<file path="src/rtl/axi_pkg.sv">
// Shared AXI constants, the write-buffer entry record and the issue FSM
// state encoding used by the axi_wr_queue slice.
package axi_pkg;

   localparam logic [1:0] BURST_FIXED = 2'b00;
   localparam logic [1:0] BURST_INCR  = 2'b01;
   localparam logic [2:0] SIZE_4B     = 3'b010;

   // Entries carry the widest supported line; narrower lines leave the top bits zero
   localparam int MAX_LINE_WIDTH = 512;

   typedef struct packed {
      logic [31:0]               addr;
      logic [MAX_LINE_WIDTH-1:0] data;
      logic                      burst;
      logic [1:0]                size;
      logic [3:0]                strb;
   } wr_entry_t;

   typedef enum logic [1:0] {
      ISS_PEND    = 2'b00,
      ISS_AW_DONE = 2'b01,
      ISS_W_DONE  = 2'b10,
      ISS_DONE    = 2'b11
   } iss_state_t;

endpackage

</file>
<file path="src/rtl/axi_wr_issue.sv">
// Drives the AXI3 AW and W channels for one presented buffer entry, tracking
// AW and W completion independently, and pulses o_issue_done once both finish.
module axi_wr_issue
   import axi_pkg::*;
#(
   parameter int WORDS_PER_LINE = 4,
   parameter int LINE_WIDTH     = WORDS_PER_LINE * 32,
   parameter int AXI_ID         = 1
) (
   input  logic        i_clk,
   input  logic        i_resetn,
   input  logic        i_valid,
   input  wr_entry_t   i_entry,
   output logic [3:0]  o_awid,
   output logic [31:0] o_awaddr,
   output logic [7:0]  o_awlen,
   output logic [2:0]  o_awsize,
   output logic [1:0]  o_awburst,
   output logic        o_awvalid,
   input  logic        i_awready,
   output logic [3:0]  o_wid,
   output logic [31:0] o_wdata,
   output logic [3:0]  o_wstrb,
   output logic        o_wlast,
   output logic        o_wvalid,
   input  logic        i_wready,
   output logic        o_issue_done
);

   localparam int              BEAT_W    = (WORDS_PER_LINE > 1) ? $clog2(WORDS_PER_LINE) : 1;
   localparam logic [BEAT_W-1:0] LAST_BEAT = BEAT_W'(WORDS_PER_LINE - 1);
   localparam logic [7:0]      BURST_LEN = 8'(WORDS_PER_LINE - 1);

   iss_state_t            r_state;
   iss_state_t            w_state_nxt;
   logic [BEAT_W-1:0]     r_beat;
   logic [LINE_WIDTH-1:0] w_line;
   logic                  w_aw_hs;
   logic                  w_w_hs;
   logic                  w_wlast_hs;
   logic                  w_unused;

   assign w_line   = i_entry.data[LINE_WIDTH-1:0];
   assign w_unused = ^i_entry.data;

   generate
      if (WORDS_PER_LINE > 1) begin : g_multi
         assign o_wdata = w_line[{r_beat, 5'b00000} +: 32];
      end else begin : g_single
         assign o_wdata = w_line[31:0];
      end
   endgenerate

   assign o_awid    = 4'(AXI_ID);
   assign o_wid     = 4'(AXI_ID);
   assign o_awaddr  = i_entry.addr;
   assign o_awlen   = i_entry.burst ? BURST_LEN : 8'd0;
   assign o_awsize  = i_entry.burst ? SIZE_4B : {1'b0, i_entry.size};
   assign o_awburst = i_entry.burst ? BURST_INCR : BURST_FIXED;
   assign o_wstrb   = i_entry.burst ? 4'b1111 : i_entry.strb;
   assign o_wlast   = i_entry.burst ? (r_beat == LAST_BEAT) : 1'b1;

   always_ff @(posedge i_clk or negedge i_resetn) begin
      if (!i_resetn) begin
         r_state <= ISS_PEND;
      end else begin
         r_state <= w_state_nxt;
      end
   end

   // The DONE state is a one-cycle bubble in which the top advances to the next entry
   always_comb begin
      w_state_nxt  = r_state;
      o_issue_done = 1'b0;
      o_awvalid    = i_valid & ((r_state == ISS_PEND) | (r_state == ISS_W_DONE));
      o_wvalid     = i_valid & ((r_state == ISS_PEND) | (r_state == ISS_AW_DONE));
      w_aw_hs      = o_awvalid & i_awready;
      w_w_hs       = o_wvalid & i_wready;
      w_wlast_hs   = w_w_hs & o_wlast;
      case (r_state)
         ISS_PEND: begin
            if (w_aw_hs && w_wlast_hs) w_state_nxt = ISS_DONE;
            else if (w_aw_hs)          w_state_nxt = ISS_AW_DONE;
            else if (w_wlast_hs)       w_state_nxt = ISS_W_DONE;
         end
         ISS_AW_DONE: if (w_wlast_hs) w_state_nxt = ISS_DONE;
         ISS_W_DONE:  if (w_aw_hs)    w_state_nxt = ISS_DONE;
         ISS_DONE: begin
            o_issue_done = 1'b1;
            w_state_nxt  = ISS_PEND;
         end
         default: w_state_nxt = ISS_PEND;
      endcase
   end

   always_ff @(posedge i_clk or negedge i_resetn) begin
      if (!i_resetn) begin
         r_beat <= '0;
      end else if (w_w_hs) begin
         r_beat <= o_wlast ? '0 : r_beat + 1'b1;
      end
   end

endmodule

</file>
<file path="src/rtl/axi_wr_queue.sv">
// In-order AXI3 write queue between D-cache and crossbar with B-side retire and
// line hazard check. Define AXI_WR_QUEUE_BRESP_ERR_EN to record bus errors.
module axi_wr_queue
   import axi_pkg::*;
#(
   parameter int BYTES_PER_LINE = 16,
   parameter int WORDS_PER_LINE = BYTES_PER_LINE / 4,
   parameter int LINE_WIDTH     = WORDS_PER_LINE * 32,
   parameter int DEPTH          = 4,
   parameter int AXI_ID         = 1
) (
   input  logic                  i_clk,
   input  logic                  i_resetn,
   input  logic                  i_wr_req,
   output logic                  o_wr_rdy,
   input  logic                  i_burst,
   input  logic [LINE_WIDTH-1:0] i_data,
   input  logic [31:0]           i_addr,
   input  logic [1:0]            i_size,
   input  logic [3:0]            i_strb,
   input  logic [31:0]           i_chk_addr,
   output logic                  o_chk_hit,
   output logic                  o_wr_idle,
   output logic [3:0]            o_awid,
   output logic [31:0]           o_awaddr,
   output logic [7:0]            o_awlen,
   output logic [2:0]            o_awsize,
   output logic [1:0]            o_awburst,
   output logic [1:0]            o_awlock,
   output logic [3:0]            o_awcache,
   output logic [2:0]            o_awprot,
   output logic                  o_awvalid,
   input  logic                  i_awready,
   output logic [3:0]            o_wid,
   output logic [31:0]           o_wdata,
   output logic [3:0]            o_wstrb,
   output logic                  o_wlast,
   output logic                  o_wvalid,
   input  logic                  i_wready,
   input  logic [3:0]            i_bid,
   input  logic [1:0]            i_bresp,
   input  logic                  i_bvalid,
   output logic                  o_bready,
   output logic                  o_wr_err,
   output logic [31:0]           o_wr_err_addr
);

   localparam int             PTR_W    = $clog2(DEPTH);
   localparam int             OFF_W    = $clog2(BYTES_PER_LINE);
   localparam logic [PTR_W:0] FULL_OCC = (PTR_W + 1)'(DEPTH);

   // Pointers carry one wrap bit so full and empty are distinguishable
   logic [PTR_W:0]   r_enq;
   logic [PTR_W:0]   r_iss;
   logic [PTR_W:0]   r_ret;
   logic [DEPTH-1:0] r_valid;
   wr_entry_t        r_mem [DEPTH];
   wr_entry_t        w_new_entry;
   logic [PTR_W:0]   w_occ;
   logic             w_enq;
   logic             w_pending;
   logic             w_issue_done;
   logic             w_retire;
   logic             w_unused;

   assign w_occ     = r_enq - r_ret;
   assign o_wr_rdy  = (w_occ != FULL_OCC);
   assign o_wr_idle = (w_occ == '0);
   assign w_enq     = i_wr_req & o_wr_rdy;
   assign w_pending = (r_iss != r_enq);
   assign o_bready  = 1'b1;
   assign o_awlock  = 2'b00;
   assign o_awcache = 4'b0000;
   assign o_awprot  = 3'b000;

   // The head entry counts as outstanding during its DONE bubble, so an early B still retires it
   assign w_retire  = i_bvalid & ((r_ret != r_iss) | w_issue_done);

   always_comb begin
      w_new_entry                       = '0;
      w_new_entry.addr                  = i_addr;
      w_new_entry.data[LINE_WIDTH-1:0]  = i_data;
      w_new_entry.burst                 = i_burst;
      w_new_entry.size                  = i_size;
      w_new_entry.strb                  = i_strb;
   end

   always_ff @(posedge i_clk) begin
      if (w_enq) r_mem[r_enq[PTR_W-1:0]] <= w_new_entry;
   end

   always_ff @(posedge i_clk or negedge i_resetn) begin
      if (!i_resetn) begin
         r_enq   <= '0;
         r_iss   <= '0;
         r_ret   <= '0;
         r_valid <= '0;
      end else begin
         if (w_enq) begin
            r_enq                   <= r_enq + 1'b1;
            r_valid[r_enq[PTR_W-1:0]] <= 1'b1;
         end
         if (w_issue_done) r_iss <= r_iss + 1'b1;
         if (w_retire) begin
            r_ret                   <= r_ret + 1'b1;
            r_valid[r_ret[PTR_W-1:0]] <= 1'b0;
         end
      end
   end

   always_comb begin
      o_chk_hit = 1'b0;
      for (int i = 0; i < DEPTH; i++) begin
         if (r_valid[i] && (r_mem[i].addr[31:OFF_W] == i_chk_addr[31:OFF_W])) o_chk_hit = 1'b1;
      end
   end

   axi_wr_issue #(
      .WORDS_PER_LINE (WORDS_PER_LINE),
      .LINE_WIDTH     (LINE_WIDTH),
      .AXI_ID         (AXI_ID)
   ) u_issue (
      .i_clk        (i_clk),
      .i_resetn     (i_resetn),
      .i_valid      (w_pending),
      .i_entry      (r_mem[r_iss[PTR_W-1:0]]),
      .o_awid       (o_awid),
      .o_awaddr     (o_awaddr),
      .o_awlen      (o_awlen),
      .o_awsize     (o_awsize),
      .o_awburst    (o_awburst),
      .o_awvalid    (o_awvalid),
      .i_awready    (i_awready),
      .o_wid        (o_wid),
      .o_wdata      (o_wdata),
      .o_wstrb      (o_wstrb),
      .o_wlast      (o_wlast),
      .o_wvalid     (o_wvalid),
      .i_wready     (i_wready),
      .o_issue_done (w_issue_done)
   );

`ifdef AXI_WR_QUEUE_BRESP_ERR_EN
   logic        r_err;
   logic [31:0] r_err_addr;

   // Only the first failing write's address is kept; the flag stays set until reset
   always_ff @(posedge i_clk or negedge i_resetn) begin
      if (!i_resetn) begin
         r_err      <= 1'b0;
         r_err_addr <= '0;
      end else if (w_retire && i_bresp[1]) begin
         r_err <= 1'b1;
         if (!r_err) r_err_addr <= r_mem[r_ret[PTR_W-1:0]].addr;
      end
   end

   assign o_wr_err      = r_err;
   assign o_wr_err_addr = r_err_addr;
   assign w_unused      = ^{i_bid, i_bresp[0], i_chk_addr[OFF_W-1:0]};
`else
   assign o_wr_err      = 1'b0;
   assign o_wr_err_addr = '0;
   assign w_unused      = ^{i_bid, i_bresp, i_chk_addr[OFF_W-1:0]};
`endif

endmodule

</file>
<file path="config.mk">
export PLATFORM = sky130hd
export DESIGN_NAME = axi_wr_queue
export DESIGN_NICKNAME = d
export VERILOG_FILES = /design/src/rtl/axi_pkg.sv /design/src/rtl/axi_wr_issue.sv /design/src/rtl/axi_wr_queue.sv
export SDC_FILE = /design/constraint.sdc
export NUM_CORES = 1
export LEC_CHECK = 0
export BUFFER_PORTS_ARGS = -buffer_cell sky130_fd_sc_hd__buf_2
export CAP_MARGIN = 20
export CORE_AREA = 2 2 267 269
export DETAILED_ROUTE_END_ITERATION = 6
export DIE_AREA = 0 0 269 271
export PLACE_DENSITY = 0.57
export SETUP_SLACK_MARGIN = 0.5
export SLEW_MARGIN = 20
export SYNTH_ARGS = -nofsm -noshare
export SYNTH_HDL_FRONTEND = slang
export SYNTH_SLANG_ARGS = --single-unit
export TNS_END_PERCENT = 1
</file>
<file path="constraint.sdc">
create_clock -name i_clk -period 10.4 [get_ports i_clk]
set_input_delay 0.52 -clock i_clk [delete_from_list [all_inputs] [get_ports i_clk]]
set_output_delay 0.52 -clock i_clk [all_outputs]
set_load 0.01 [all_outputs]
</file>
==> key figures <==
Place
  • I/O Buffers: between 200 and 300
  • Post-DP Area: about 30000 um^2
  • Post-DP HPWL: around 37 mm
  • GPL Wtd Cong: between 0.8 and 0.9

Clock network
  • CTS sink count: approximately 690
  • CTS tree: built
  • Htree depth: 3
  • Post-CTS sizing: 0
  • Clk Latency, worst-skew pair: approximately 600 ps
  • Num CTS Buffers: 74
  • CTS root buf: clkbuf_16
  • Clock slew seen by the registers of the worst setup and hold paths: ~60 ps
  • CTS Buffer Depth: 3
  • CTS Hold Buffers Added: 1
  • Postcts setup bufs: 0

Yosys
  • Share of the synthesized area in the top cell type: between 70% and 80%
  • Post-synthesis sequential area ratio: about 74%
  • Yosys top cell by area: edfxtp_1
  • Mux cell area share after synthesis: between 10% and 20%
  • Yosys cell types: 42
  • Post-synthesis adder-cell area fraction: less than 1%
  • Largest cells by area after synthesis: edfxtp_1 (72%), mux4_2 (16%), xnor2_1 (2.5%), buf_4 (1.8%), dfrtp_1 (1.5%)
  • Main combinational cell family by area after synthesis: multiplexers
  • Post-Synth Simple-Gate Area: 1.46%
  • Syn_area_per_cell: between 20 and 25 um^2
  • Post-Synthesis Cells: 1253
  • Synth Area in Compound Gates: 0.528%
  • Netlist Area Pre-Place: between 20000 and 30000 um^2
  • Synth Area in XOR/XNOR: 3.95%
  • Post-synthesis register bit count: between 600 and 700
  • Syn. warnings: 0

Routing
  • ANT nets after route: 0
  • Router iterations before antenna repair: 5
  • Vias: between 10k and 15k
  • Wirelength, routed: around 60 mm
  • Vias per cell: around 5.0
  • DRC viols: 0
  • Drt first-iter violations: ~760
  • Routed WL per cell: 23.5 um

Timing
  • Final Max Slew Viols: 0
  • Final hold vios: 0
  • Setup TNS: 0 ps
  • Slew @ Worst Pin: roughly 1100 ps
  • Skew final: ~20 ps
  • FMAX: between 0.2 and 0.25 GHz
  • Unrepaired setup endpoints after global routing: no
  • Clock period minus worst slack: about 4900 ps
  • Tcrit/Tclk final: 47.1%
  • Final setup viols: 0
  • Slew HR: slightly below 30%

Critical path
  • Arrival time worst endpoint: between 4000 and 5000 ps
  • Data required time of the worst path: approximately 9900 ps
  • Setup crit start kind: register
  • Crit. End Element: output port
  • CP Class: register to output port
  • Largest fanout on the critical path: 46

Layout
  • Reg area: roughly 20000 um^2
  • Area delta synth->final: 16.3%
  • Area of the multi-input gates: about 6600 um^2
  • Total Nets Final: around 1.8k
  • Fill cells: ~5.9k
  • Final instance area: 32200 um^2
  • Layout cells sized above 1: 38.1%

Floorplanning
  • Initial Util: around 40%
  • Ports: ~350
  • Rows: slightly below 100
  • Die span in x: between 200 and 300 um
  • Die span in y: 271 um
  • Die ar.: about 73000 um^2
  • Core ar.: between 60000 and 70000 um^2

Power
  • Pwr dens: between 200 and 300 nW/um^2
  • Worst vdd ir: ~0.00014 V
  • Leakage power: 10.8 nW

Outcome
  • Status: completed

Global routing
  • Grt ovf: 0
  • First-pass GRT wire length: a little under 90 mm
  • Largest net degree at the start of global routing: around 110
  • Vias in the first global route: between 10k and 15k
  • Overall Global Routing Usage: 16.7%
  • Initial antenna violation count: 30

Hold path
  • Worst Hold Class: input port to register

Run
  • Max Cap Viol: 0
-- state kept, by name, indices dropped and copies added, names as in the netlist --
register	cells
u_issue.r_beat	2
r_mem	668
r_enq	3
u_issue.r_state	2
r_valid	4
r_ret	3
r_iss	3
-- where the power goes --
group	switching, mW	internal, mW
combinational	1.50	1.29
sequential	0.280	3.78
clock	1.02	1.49
-- stage by stage --
| stage | setup WS, ps | std cells | power [mW] | utilization [%] | hold slack (ps) |
|---|---|---|---|---|---|
| 2_1_floorplan | 4610 | 1310 | 6.11 | - | 224 |
| 3_3_place_gp | 5930 | 2427 | 6.98 | 42.8 | 484 |
| 6_report | 5500 | 2566 | 9.37 | 46.2 | 129 |
| 4_1_cts | 5250 | 2558 | 9.56 | 46.1 | 77.7 |
| 3_5_place_dp | 5930 | 2427 | 7.01 | 42.8 | 486 |
| 5_1_grt | 5040 | 2559 | 9.86 | 46.1 | 99.3 |
-- cells by family (layout without fill, tap and decap cells) --
kind of cell | Yosys count | after routing
DFF | 685 | 685
muxes | 202 | 202
buffers and inverters | 132 | 440
xor gates and xnor gates | 125 | 125
and+or+nand+nor | 70 | 70
AOI/OAI and AO/OA | 20 | 20
adders and majority gates | 17 | 17
other | 2 | 67
-- metal layers --
metal / share of wire [%] / wire length [um] / up-vias / track usage (%)
met5: 0.43 / 258 / - / 0
met4: 2.4 / 1480 / 42 / 5.31
met3: 7.6 / 4570 / 133 / 5.56
met2: 49 / 29600 / 366 / 27.0
met1: 41 / 24400 / 6741 / 21.2
li1: - / - / 5676 / -
-- layout by cell type (no fill, tap or decap), types with 3 or more instances in the layout --
cell type  instances
edfxtp_1         668
buf_2            279
mux4_2           199
xnor2_1           80
clkbuf_16         75
conb_1            59
xor2_1            45
nand4_1           22
buf_4             18
ha_1              17
clkinv_2          17
clkinv_1          15
nor4_1            14
dfrtp_1           13
clkbuf_1          11
inv_1             10
nand2_1           10
diode_2            8
bufinv_16          7
nor2_1             6
or2_1              5
and2_4             4
o21ai_0            4
a2bb2oi_1          3
o21ai_1            3
inv_6              3
dfrtp_4            3
-- final timing paths --
path / start / endpoint / slack [ps] / cells after the start
worst max-delay path: r_iss[0]$_DFFE_PN0N_ / o_wdata[3] / 5500 / 5
worst max register to register: r_enq[0]$_DFFE_PN0N_ / r_mem[1][115]$_DFFE_PP_ / 6380 / 8
worst min-delay path: i_data[69] / r_mem[0][76]$_DFFE_PP_ / 130 / 1
worst min register to register: r_enq[2]$_DFFE_PN0N_ / r_enq[2]$_DFFE_PN0N_ / 530 / 1
min in group asynchronous: i_resetn / r_enq[1]$_DFFE_PN0N_ / 460 / 2
max in group asynchronous: i_resetn / u_issue.r_beat[0]$_DFFE_PN0N_ / 9610 / 2
-- cell type report --
cell class	instances	share of cell area, %
timing repair buffer	299	4.85
clock inverter	44	1.22
sequential	685	63.6
multi-input combinational	493	20.5
inverter	11	0.128
tap	940	3.65
clock buffer	86	5.95
antenna	8	0.0621
-- Yosys cell counts, drive strengths merged --
library cell    n
edfxtp        668
mux4          199
buf            92
xnor2          80
xor2           45
clkbuf         29
nand4          22
dfrtp          17
ha             17
nor4           14
inv            11
nand2          10
o21ai           8
nor2            7
or2             5
and2            4
a2bb2oi         3
conb            2
mux2            2
nand3           2
nor2b           2
nor3            2
o21a            2
a21o            1
a21oi           1
a31oi           1
and2b           1
mux2i           1
o211ai          1
o22ai           1
o31ai           1
o41a            1
or4b            1
-- critical path: stages, from the launching register on --
cell     delay (ps)
dfrtp_4         880
buf_4           690
buf_4           860
mux4_2          610
mux4_2          510
buf_2           160
Note: power is estimated with default switching activity, not from simulation.
